--- src/rtl/sync_fifo_pkg.sv ---
// sync_fifo shared constants.
// Default geometry for the FIFO and its storage array.
package sync_fifo_pkg;

    localparam int DEF_DATA_SIZE = 8;
    localparam int DEF_ADDR_SIZE = 6;
    localparam int DEF_DEPTH     = 2 ** DEF_ADDR_SIZE;
    localparam int DEF_PTR_W     = DEF_ADDR_SIZE + 1;

endpackage

--- src/rtl/fifo_mem.sv ---
// fifo_mem: simple dual-port array.
// Synchronous write port, registered read port with enable.
module fifo_mem
    import sync_fifo_pkg::*;
#(
    parameter int DATA_SIZE = DEF_DATA_SIZE,
    parameter int ADDR_SIZE = DEF_ADDR_SIZE
) (
    input  logic                 clk,
    input  logic                 rst,
    input  logic                 we,
    input  logic [ADDR_SIZE-1:0] waddr,
    input  logic [DATA_SIZE-1:0] wdata,
    input  logic                 re,
    input  logic [ADDR_SIZE-1:0] raddr,
    output logic [DATA_SIZE-1:0] rdata
);

    localparam int DEPTH = 2 ** ADDR_SIZE;

    logic [DATA_SIZE-1:0] mem [DEPTH];

    // array itself is never reset; only the output register is
    always_ff @(posedge clk) begin
        if (we) begin
            mem[waddr] <= wdata;
        end
    end

    always_ff @(posedge clk) begin
        if (rst) begin
            rdata <= '0;
        end else if (re) begin
            rdata <= mem[raddr];
        end
    end

endmodule

--- src/rtl/sync_fifo.sv ---
// sync_fifo: single-clock FIFO with full/empty flags.
// Wrap-bit pointers; flags decode the registered pointers.
module sync_fifo
    import sync_fifo_pkg::*;
#(
    parameter int DATA_SIZE = DEF_DATA_SIZE,
    parameter int ADDR_SIZE = DEF_ADDR_SIZE
) (
    input  logic                 clk,
    input  logic                 rst,
    input  logic                 w_en,
    input  logic [DATA_SIZE-1:0] w_data,
    input  logic                 r_en,
    output logic [DATA_SIZE-1:0] r_data,
    output logic                 full,
    output logic                 empty
);

    localparam int PTR_W = ADDR_SIZE + 1;

    logic [PTR_W-1:0] wptr;
    logic [PTR_W-1:0] rptr;
    logic             w_ok;
    logic             r_ok;

    assign empty = (wptr == rptr);
    assign full  = (wptr[ADDR_SIZE] != rptr[ADDR_SIZE])
                && (wptr[ADDR_SIZE-1:0] == rptr[ADDR_SIZE-1:0]);

    // each request gated by pre-edge flags; no empty bypass
    assign w_ok = w_en && !full;
    assign r_ok = r_en && !empty;

    always_ff @(posedge clk) begin
        if (rst) begin
            wptr <= '0;
            rptr <= '0;
        end else begin
            if (w_ok) begin
                wptr <= wptr + PTR_W'(1);
            end
            if (r_ok) begin
                rptr <= rptr + PTR_W'(1);
            end
        end
    end

    fifo_mem #(
        .DATA_SIZE(DATA_SIZE),
        .ADDR_SIZE(ADDR_SIZE)
    ) u_mem (
        .clk  (clk),
        .rst  (rst),
        .we   (w_ok),
        .waddr(wptr[ADDR_SIZE-1:0]),
        .wdata(w_data),
        .re   (r_ok && !rst),
        .raddr(rptr[ADDR_SIZE-1:0]),
        .rdata(r_data)
    );

endmodule

--- config.mk ---
export PLATFORM = sky130hd
export DESIGN_NAME = sync_fifo
export DESIGN_NICKNAME = d
export VERILOG_FILES = /design/src/rtl/sync_fifo_pkg.sv /design/src/rtl/fifo_mem.sv /design/src/rtl/sync_fifo.sv
export SDC_FILE = /design/constraint.sdc
export NUM_CORES = 1
export LEC_CHECK = 0
export CORE_MARGIN = 2
export CORE_UTILIZATION = 60
export CTS_CLUSTER_DIAMETER = 100
export DETAILED_ROUTE_END_ITERATION = 10
export GPL_TIMING_DRIVEN = 0
export PLACE_DENSITY = 0.76
export SYNTH_ARGS = -nofsm -noshare
export SYNTH_HDL_FRONTEND = slang
export SYNTH_SLANG_ARGS = --single-unit
--- constraint.sdc ---
create_clock -name clk -period 3.11 [get_ports clk]
set_input_delay 0.622 -clock clk [delete_from_list [all_inputs] [get_ports clk]]
set_output_delay 0.622 -clock clk [all_outputs]
set_load 0.005 [all_outputs]
==> metrics.md, run 1 <==
| Metric | Value |
|---|---|
| Outcome | complete, but fails checks |
| Failing checks | negative setup slack |
| Total gr overflow | 0 |
| Time the worst path needs with I/O delays and setup | between 3000 and 4000 ps |
| P&R area growth vs syn | 12.0% |
| Most frequent cells in the layout | edfxtp_1 (512), mux2i_1 (58), mux4_2 (58), nor2_1 (55), clkbuf_16 (52) |
| Slew headroom | 0.0893 |
| Synth warn | 0 |
| Startpoint types | flip-flop |
| Post-synth EDFFs | a little over 500 |
| Drt wl/cell | between 30 and 40 um |
| Initial DRC count | 1,808 |
| Leakage Power | between 7 and 8 nW |
| Final hold slack | 409 ps |
| Post-route ant nets | 0 |
| Worst Tran Pin Value | around 1400 ps |
| WHS Endpoint | u_mem.mem[17][1] |
| R2r endpoint | u_mem.mem[28][0] |
| Period utilization | 1.05 |
| Slew Viols, Final | 0 |
| Worst-path fanout max | 8 |
| Worst vdd ir | approximately 560 uV |
| PwrDens | approximately 650 mW/mm2 |
| Tot GR Track Use | 0.290 |
| First-pass GRT wire length | approximately 78 mm |
| Area after DPL | 0.0224 mm2 |
| RePlAce Congestion | between 0.9 and 1 |
| Total Wirelength | 54.2 mm |
| Commonest non-fill, non-tap cell in the layout | edfxtp_1 |
| Worst Hold Class | input pin to flip-flop |
| CTS clk-pin slew, worst paths | roughly 60 ps |
| Clock Skew | ~30 ps |
| CP Class | flip-flop to flip-flop |
| DR vias | roughly 12,000 |
| Fin cells | ~1,700 |
| R2R Setup Slk | -170 ps |
| Initial antenna violation count | 0 |
| Register-to-Register Path Depth | 6 |
| Post-Syn Area per Cell | 18.9 um2 |
| Hold Buf Count CTS | 0 |
| N_diodes | 0 |
| Worst EP required | about 3300 ps |
| Mapped Cells | roughly 1,100 |
| Unrepaired setup endpoints after global routing | true |
| Hold depth | 1 |
| Mapped Area | around 0.022 mm2 |
| Via-to-Cell Ratio | roughly 6.8 |
| Tot Pwr | roughly 16 mW |
| CTS max path bufs | 3 |
| Site Rows | between 60 and 70 |
| CTS tree | built |
| Core area | 0.0354 mm2 |
| Final setup vio count | 68 |
| I/O pin count | 22 |
| Asr flop ratio synth | 0 |
| HPWL after detailed placement | 35.6 mm |
| Clock latency on the worst-skew pair | roughly 590 ps |
| #FFs+latches synth | 534 |
| CTS Buf Count | between 50 and 60 |
| Reg-to-Reg Start | rptr[1] |
| Final hold violations | 0 |
| First-pass DRT Iterations | 5 |
| H-tree Lvls | 2 |
| Height of the chip | roughly 190 um |
| Hold path startpoint | w_data[1] |
| Die area | about 0.037 mm2 |
| Number of global-route vias before repair | 11,400 |
| Register area share after synthesis | 0.735 |
| Die X | about 190 um |
| Most used flip-flop cell after synthesis | edfxtp_1 |
| CTS root buffer | clkbuf_16 |
| Initial core utilization | 0.608 |
| Post-route DRC | 0 |
| Max-cap violations | 0 |
| Setup WS pre-CTS | -350 ps |
| Nets | ~1,200 |
| Fin Setup TNS | -2830 ps |
| Crit. End Element | flip-flop |
| Clk sinks | roughly 530 |
| Port-buffer cells | 21 |
| Max Clock Freq | 305 MHz |
| Placed Cells | ~1,600 |
| Largest net degree at the start of global routing | 58 |
| Syn_nets | 1,150 |
| Synth cell types | 75 |
| Post-route worst setup slack | -166 ps |
| Share of post-route cells with drive strength above 1 | 0.239 |
| Critical Path AT | about 3500 ps |
| Final core utilization | 0.680 |
| Fin area | between 0.02 and 0.025 mm2 |
## cell type report
type	count	area, um2
Clock buffer	66	1350
Multi-Input combinational cell	523	5140
Tap cell	461	577
Clock inverter	25	191
Buffer	73	642
Inverter	6	22.5
Timing Repair Buffer	30	338
Sequential cell	534	15800
Fill cell	2223	11300
## flip-flops by register name, summed over array words and instances, names as in the netlist
| register | cells |
|---|---|
| rptr | 7 |
| u_mem.mem | 512 |
| u_mem.rdata | 8 |
| wptr | 7 |
## worst max-delay path: stages (launching register included)
cell and delay (ps):
dfxtp_1 630, xnor2_1 170, nand3b_2 210, o21ai_2 140
or4_1 420, clkbuf_1 440, nor2_1 890
## synthesized netlist by cell type (6+ instances only)
| cell | number | share of area |
|---|---|---|
| a211oi_1 | 11 | 0.0038 |
| a21oi_1 | 18 | 0.0042 |
| a22o_1 | 6 | 0.0024 |
| a22oi_1 | 7 | 0.0024 |
| a311oi_1 | 6 | 0.0024 |
| a31oi_1 | 6 | 0.0017 |
| buf_2 | 13 | 0.0030 |
| buf_4 | 9 | 0.0031 |
| buf_6 | 16 | 0.0084 |
| clkbuf_1 | 12 | 0.0021 |
| dfxtp_1 | 22 | 0.020 |
| edfxtp_1 | 512 | 0.71 |
| inv_1 | 6 | 0.0010 |
| mux2_2 | 46 | 0.024 |
| mux2i_1 | 58 | 0.027 |
| mux4_1 | 22 | 0.027 |
| mux4_2 | 58 | 0.061 |
| nand2_1 | 17 | 0.0030 |
| nand3_1 | 8 | 0.0019 |
| nor2_1 | 98 | 0.017 |
| nor2b_1 | 12 | 0.0035 |
| nor3_1 | 10 | 0.0023 |
| o21ai_0 | 8 | 0.0019 |
| o221ai_1 | 6 | 0.0024 |
| o22ai_1 | 26 | 0.0076 |
| or4_1 | 6 | 0.0021 |
| xnor2_1 | 10 | 0.0041 |
## logic make-up (layout without fill, tap and decap cells)
kind of cell | after synthesis | after routing | share of synthesized area
AND/OR/NAND/NOR | 186 | 186 | 0.0416
flip-flops | 534 | 534 | 0.735
multiplexers | 184 | 184 | 0.139
AO/OA/AOI/OAI | 136 | 136 | 0.0466
adder cells (fa/ha/maj) | 2 | 2 | 0.00116
XOR/XNOR | 15 | 15 | 0.00611
buffers and inverters | 79 | 200 | 0.0306
## where the power goes
group / switching (mW) / internal [mW]
Clock: 2.57 / 3.24
Sequential: 0.0374 / 7.92
Combinational: 1.14 / 0.829
Total: 3.74 / 12.0
## worst max-delay path by stage
stage | startpoint | endpoint | cells after the start
floorplan | wptr[1] | u_mem.mem[58][0] | 7
global placement | w_en | u_mem.mem[6][6] | 4
detailed placement | w_en | u_mem.mem[22][6] | 4
CTS | rptr[1] | u_mem.mem[52][4] | 6
global route | rptr[1] | u_mem.mem[28][7] | 6
finish | rptr[1] | u_mem.mem[28][0] | 6
## routing by layer
layer	wire (um)	vias up	GRT usage
li1	-	4789	-
met4	2770	0	0.142
met1	20700	5931	0.399
met5	0	-	0
met2	25100	759	0.444
met3	5590	165	0.0649
## what timing repair did
item	CTS	global route
endpoints found under the setup margin	72	310
pin swaps	0	1
setup buffers	0	1
resized for setup	8	38
(Power assumes the default switching activity.)
==> inputs of run 2 (changes only) <==
--- a/config.mk
+++ b/config.mk
@@ -6,11 +6,11 @@
 export NUM_CORES = 1
 export LEC_CHECK = 0
 export CORE_MARGIN = 2
-export CORE_UTILIZATION = 60
+export CORE_UTILIZATION = 55
 export CTS_CLUSTER_DIAMETER = 100
 export DETAILED_ROUTE_END_ITERATION = 10
 export GPL_TIMING_DRIVEN = 0
-export PLACE_DENSITY = 0.76
+export PLACE_DENSITY = 0.71
 export SYNTH_ARGS = -nofsm -noshare
 export SYNTH_HDL_FRONTEND = slang
 export SYNTH_SLANG_ARGS = --single-unit
==> run 2 against run 1 <==
Compared with the run above:
- the flow now finishes without violations
- via count grew 0.37%
- critical path type unchanged
- total power grew 1.7%
- clock power up 4.3%
- maximum frequency grew 5.8%
- die area grew 8.9%
- global-route usage shrank 1.2 points
- largest cell class unchanged
- register-to-register slack better by 180 ps
- worst setup slack gained 180 ps
- critical path depth did not move
- worst hold slack improved by 58 ps
- wire length rose by 1.7%
- sequential share of layout area is 0.37 points lower
==> metrics.md, run 2 (synthesis results as in run 1) <==
| Metric | Value |
|---|---|
| Crit. End Element | flip-flop |
| Total gr overflow | 0 (unchanged) |
| Sw frac | 0.238 (-0.000296) |
| Post-route worst setup slack | 14.6 ps (+180 ps) |
| Initial DRC count | 1,515 (-16%) |
| Leakage Power | 7.49 nW (+0.36%) |
| Time the worst path needs with I/O delays and setup | 3100 ps (-180 ps) |
| Site Rows | 72 (+4.3%) |
| Biggest register | u_mem.mem |
| RePlAce Congestion | 0.949 (-2.0%) |
| Unrepaired setup endpoints after global routing | true |
| Clk sinks | 534 (unchanged) |
| Critical Path AT | 3310 ps (-150 ps) |
| Worst-path fanout max | 10 (+2) |
| Final core utilization | 0.627 (-0.0536) |
| Max-cap violations | 0 (unchanged) |
| Commonest non-fill, non-tap cell in the layout | edfxtp_1 |
| First-pass DRT Iterations | 6 (+1) |
| Slowest CP cell | o2111ai_1 |
| Number of global-route vias before repair | 11,500 (+0.061%) |
| Initial core utilization | 0.557 (-0.0511) |
| Clock Skew | 30.0 ps (-0.0883 ps) |
| PwrDens | 661 mW/mm2 (+1.1%) |
| CTS tree | built |
| Height of the chip | 202 um (+4.4%) |
| I/O pin count | 22 (unchanged) |
| HPWL after detailed placement | 36.4 mm (+2.0%) |
| Post-route DRC | 0 (unchanged) |
| Share of post-route cells with drive strength above 1 | 0.232 (-0.00710) |
| CTS max path bufs | 3 (unchanged) |
| Period utilization | 0.995 (-0.0580) |
| Top flop regs | u_mem.mem (512), u_mem.rdata (8) |
| Initial antenna violation count | 0 (unchanged) |
| First-pass GRT wire length | 79.5 mm (+2.4%) |
| Clock latency on the worst-skew pair | 610 ps (+20 ps) |
| Most frequent cells in the layout | edfxtp_1 (512), nor2_1 (63), mux2i_1 (58), mux4_2 (58), clkbuf_16 (53) |
| Fin Setup TNS | 0 ps (+2830 ps) |
| Worst Tran Pin Value | 1280 ps (-85.5 ps) |
| Final setup vio count | 0 (-100%) |
| Switching pwr | 3.80 mW (+1.6%) |
| Slowest Stage Delay on Critical Path | 1030 ps (+140 ps) |
| Worst path cell trace | buf_6 -> xnor2_1 -> nand4_1 -> buf_4 -> o2111ai_1 -> nor2_1 |
| Slew Viols, Final | 0 (unchanged) |
| Die X | 202 um (+4.4%) |
| Post-CTS setup buffer count | 0 (unchanged) |
| Slew headroom | 0.146 (+0.0570) |
| Core area | 0.0386 mm2 (+9.2%) |
| Via-to-Cell Ratio | 6.57 (-3.1%) |
| Combinational power share | 0.123 (-0.002) |
| Internal power | 12.2 mW (+1.7%) |
| Worst Hold Class | input pin to flip-flop |
| Outcome | complete, no violations |
| CTS root buffer | clkbuf_16 |
| Max reg flops | 512 (unchanged) |
| Die area | 0.0407 mm2 (+8.9%) |
| Setup WS pre-CTS | -329 ps (+21.0 ps) |
| CTS Buf Count | 53 (+3.9%) |
| Clk pwr share | 0.379 (+0.010) |
| Flop pwr share | 0.498 (-0.008) |
| CTS clk-pin slew, worst paths | 60 ps (about the same) |
| Worst EP required | 3330 ps (+30 ps) |
| Largest net degree at the start of global routing | 49 (-16%) |
| Nets | 1,234 (+0.081%) |
| Total Wirelength | 55.1 mm (+1.7%) |
| Tot Pwr | 16.0 mW (+1.7%) |
| H-tree Lvls | 2 (unchanged) |
| Post-route ant nets | 0 (unchanged) |
| Tot GR Track Use | 0.278 (-0.0118) |
| P&R area growth vs syn | 12.6% |
| Drt wl/cell | 31.0 um (-1.8%) |
| Final hold violations | 0 (unchanged) |
| Crit path max-delay family | compound AO/OA/AOI/OAI gates |
| DR vias | 11,700 (+0.37%) |
| CP Class | flip-flop to flip-flop |
| Startpoint types | flip-flop |
| Buf/Inv on CP | 2 (+1) |
| Max Clock Freq | 323 MHz (+5.8%) |
| Worst vdd ir | 479 uV (-15%) |
| Port-buffer cells | 21 (unchanged) |
| N_diodes | 0 (unchanged) |
run 2: cell count changes in the layout (fill, tap and decap cells not counted), moves of 2 or more:
| cell | delta |
|---|---|
| clkinv_2 | -4 |
| nor2_1 | +8 |
| clkinvlp_4 | +2 |
| clkbuf_1 | -4 |
| clkinv_1 | +9 |
| nor2_2 | -9 |
| bufinv_16 | +2 |
run 2: path summary, 6_finish.rpt:
path | from | endpoint | slack [ps] | depth (start not counted)
worst max-delay path | rptr[0] | u_mem.mem[6][6] | 10 | 6
worst min-delay path | w_data[6] | u_mem.mem[4][6] | 470 | 1
worst max register to register | rptr[0] | u_mem.mem[6][6] | 10 | 6
worst min register to register | u_mem.rdata[3] | u_mem.rdata[3] | 540 | 2
run 2: worst reg2reg max path: cells and delay by family, from the launching register on:
family	cells	cell delay (ps)
flip-flops	1	360
AO/OA/AOI/OAI	1	1030
buffers and inverters	2	430
AND/OR/NAND/NOR	2	750
XOR/XNOR	1	140
run 2: final cells by class:
class	instances	area, um2
Clock inverter	33	264
Buffer	73	641
Tap cell	518	648
Sequential cell	534	15800
Inverter	6	22.5
Fill cell	2660	14400
Timing Repair Buffer	29	338
Multi-Input combinational cell	523	5130
Clock buffer	63	1360
run 2: stage by stage:
stage	hold slack (ps)	cell area, um2	std cells
after floorplan	492	21500	1136
after global placement	517	22400	1675
after detailed placement	524	22500	1683
after CTS	455	24200	1779
after global routing	474	24200	1779
final	467	24200	1779
run 2: layer usage:
metal,up-vias,share of wire,GRT usage
met5,-,0,0
met4,0,0.049,0.137
met3,148,0.10,0.0669
met2,759,0.46,0.423
met1,5972,0.38,0.380
li1,4808,-,-
run 2: power groups by stage:
stage | clock (mW) | sequential, mW | combinational (mW)
finish | 6.06 | 7.97 | 1.97
global route | 6.38 | 7.97 | 2.05
CTS | 6.10 | 7.97 | 1.95
detailed placement | 0 | 8.12 | 1.94
global placement | 0 | 8.13 | 1.90
floorplan | 0 | 8.10 | 1.17
run 2: timing repair:
item	CTS	global route
hold endpoints to repair	0	0
hold buffers	0	0
endpoints found under the setup margin	116	274
gates resized for setup	17	23
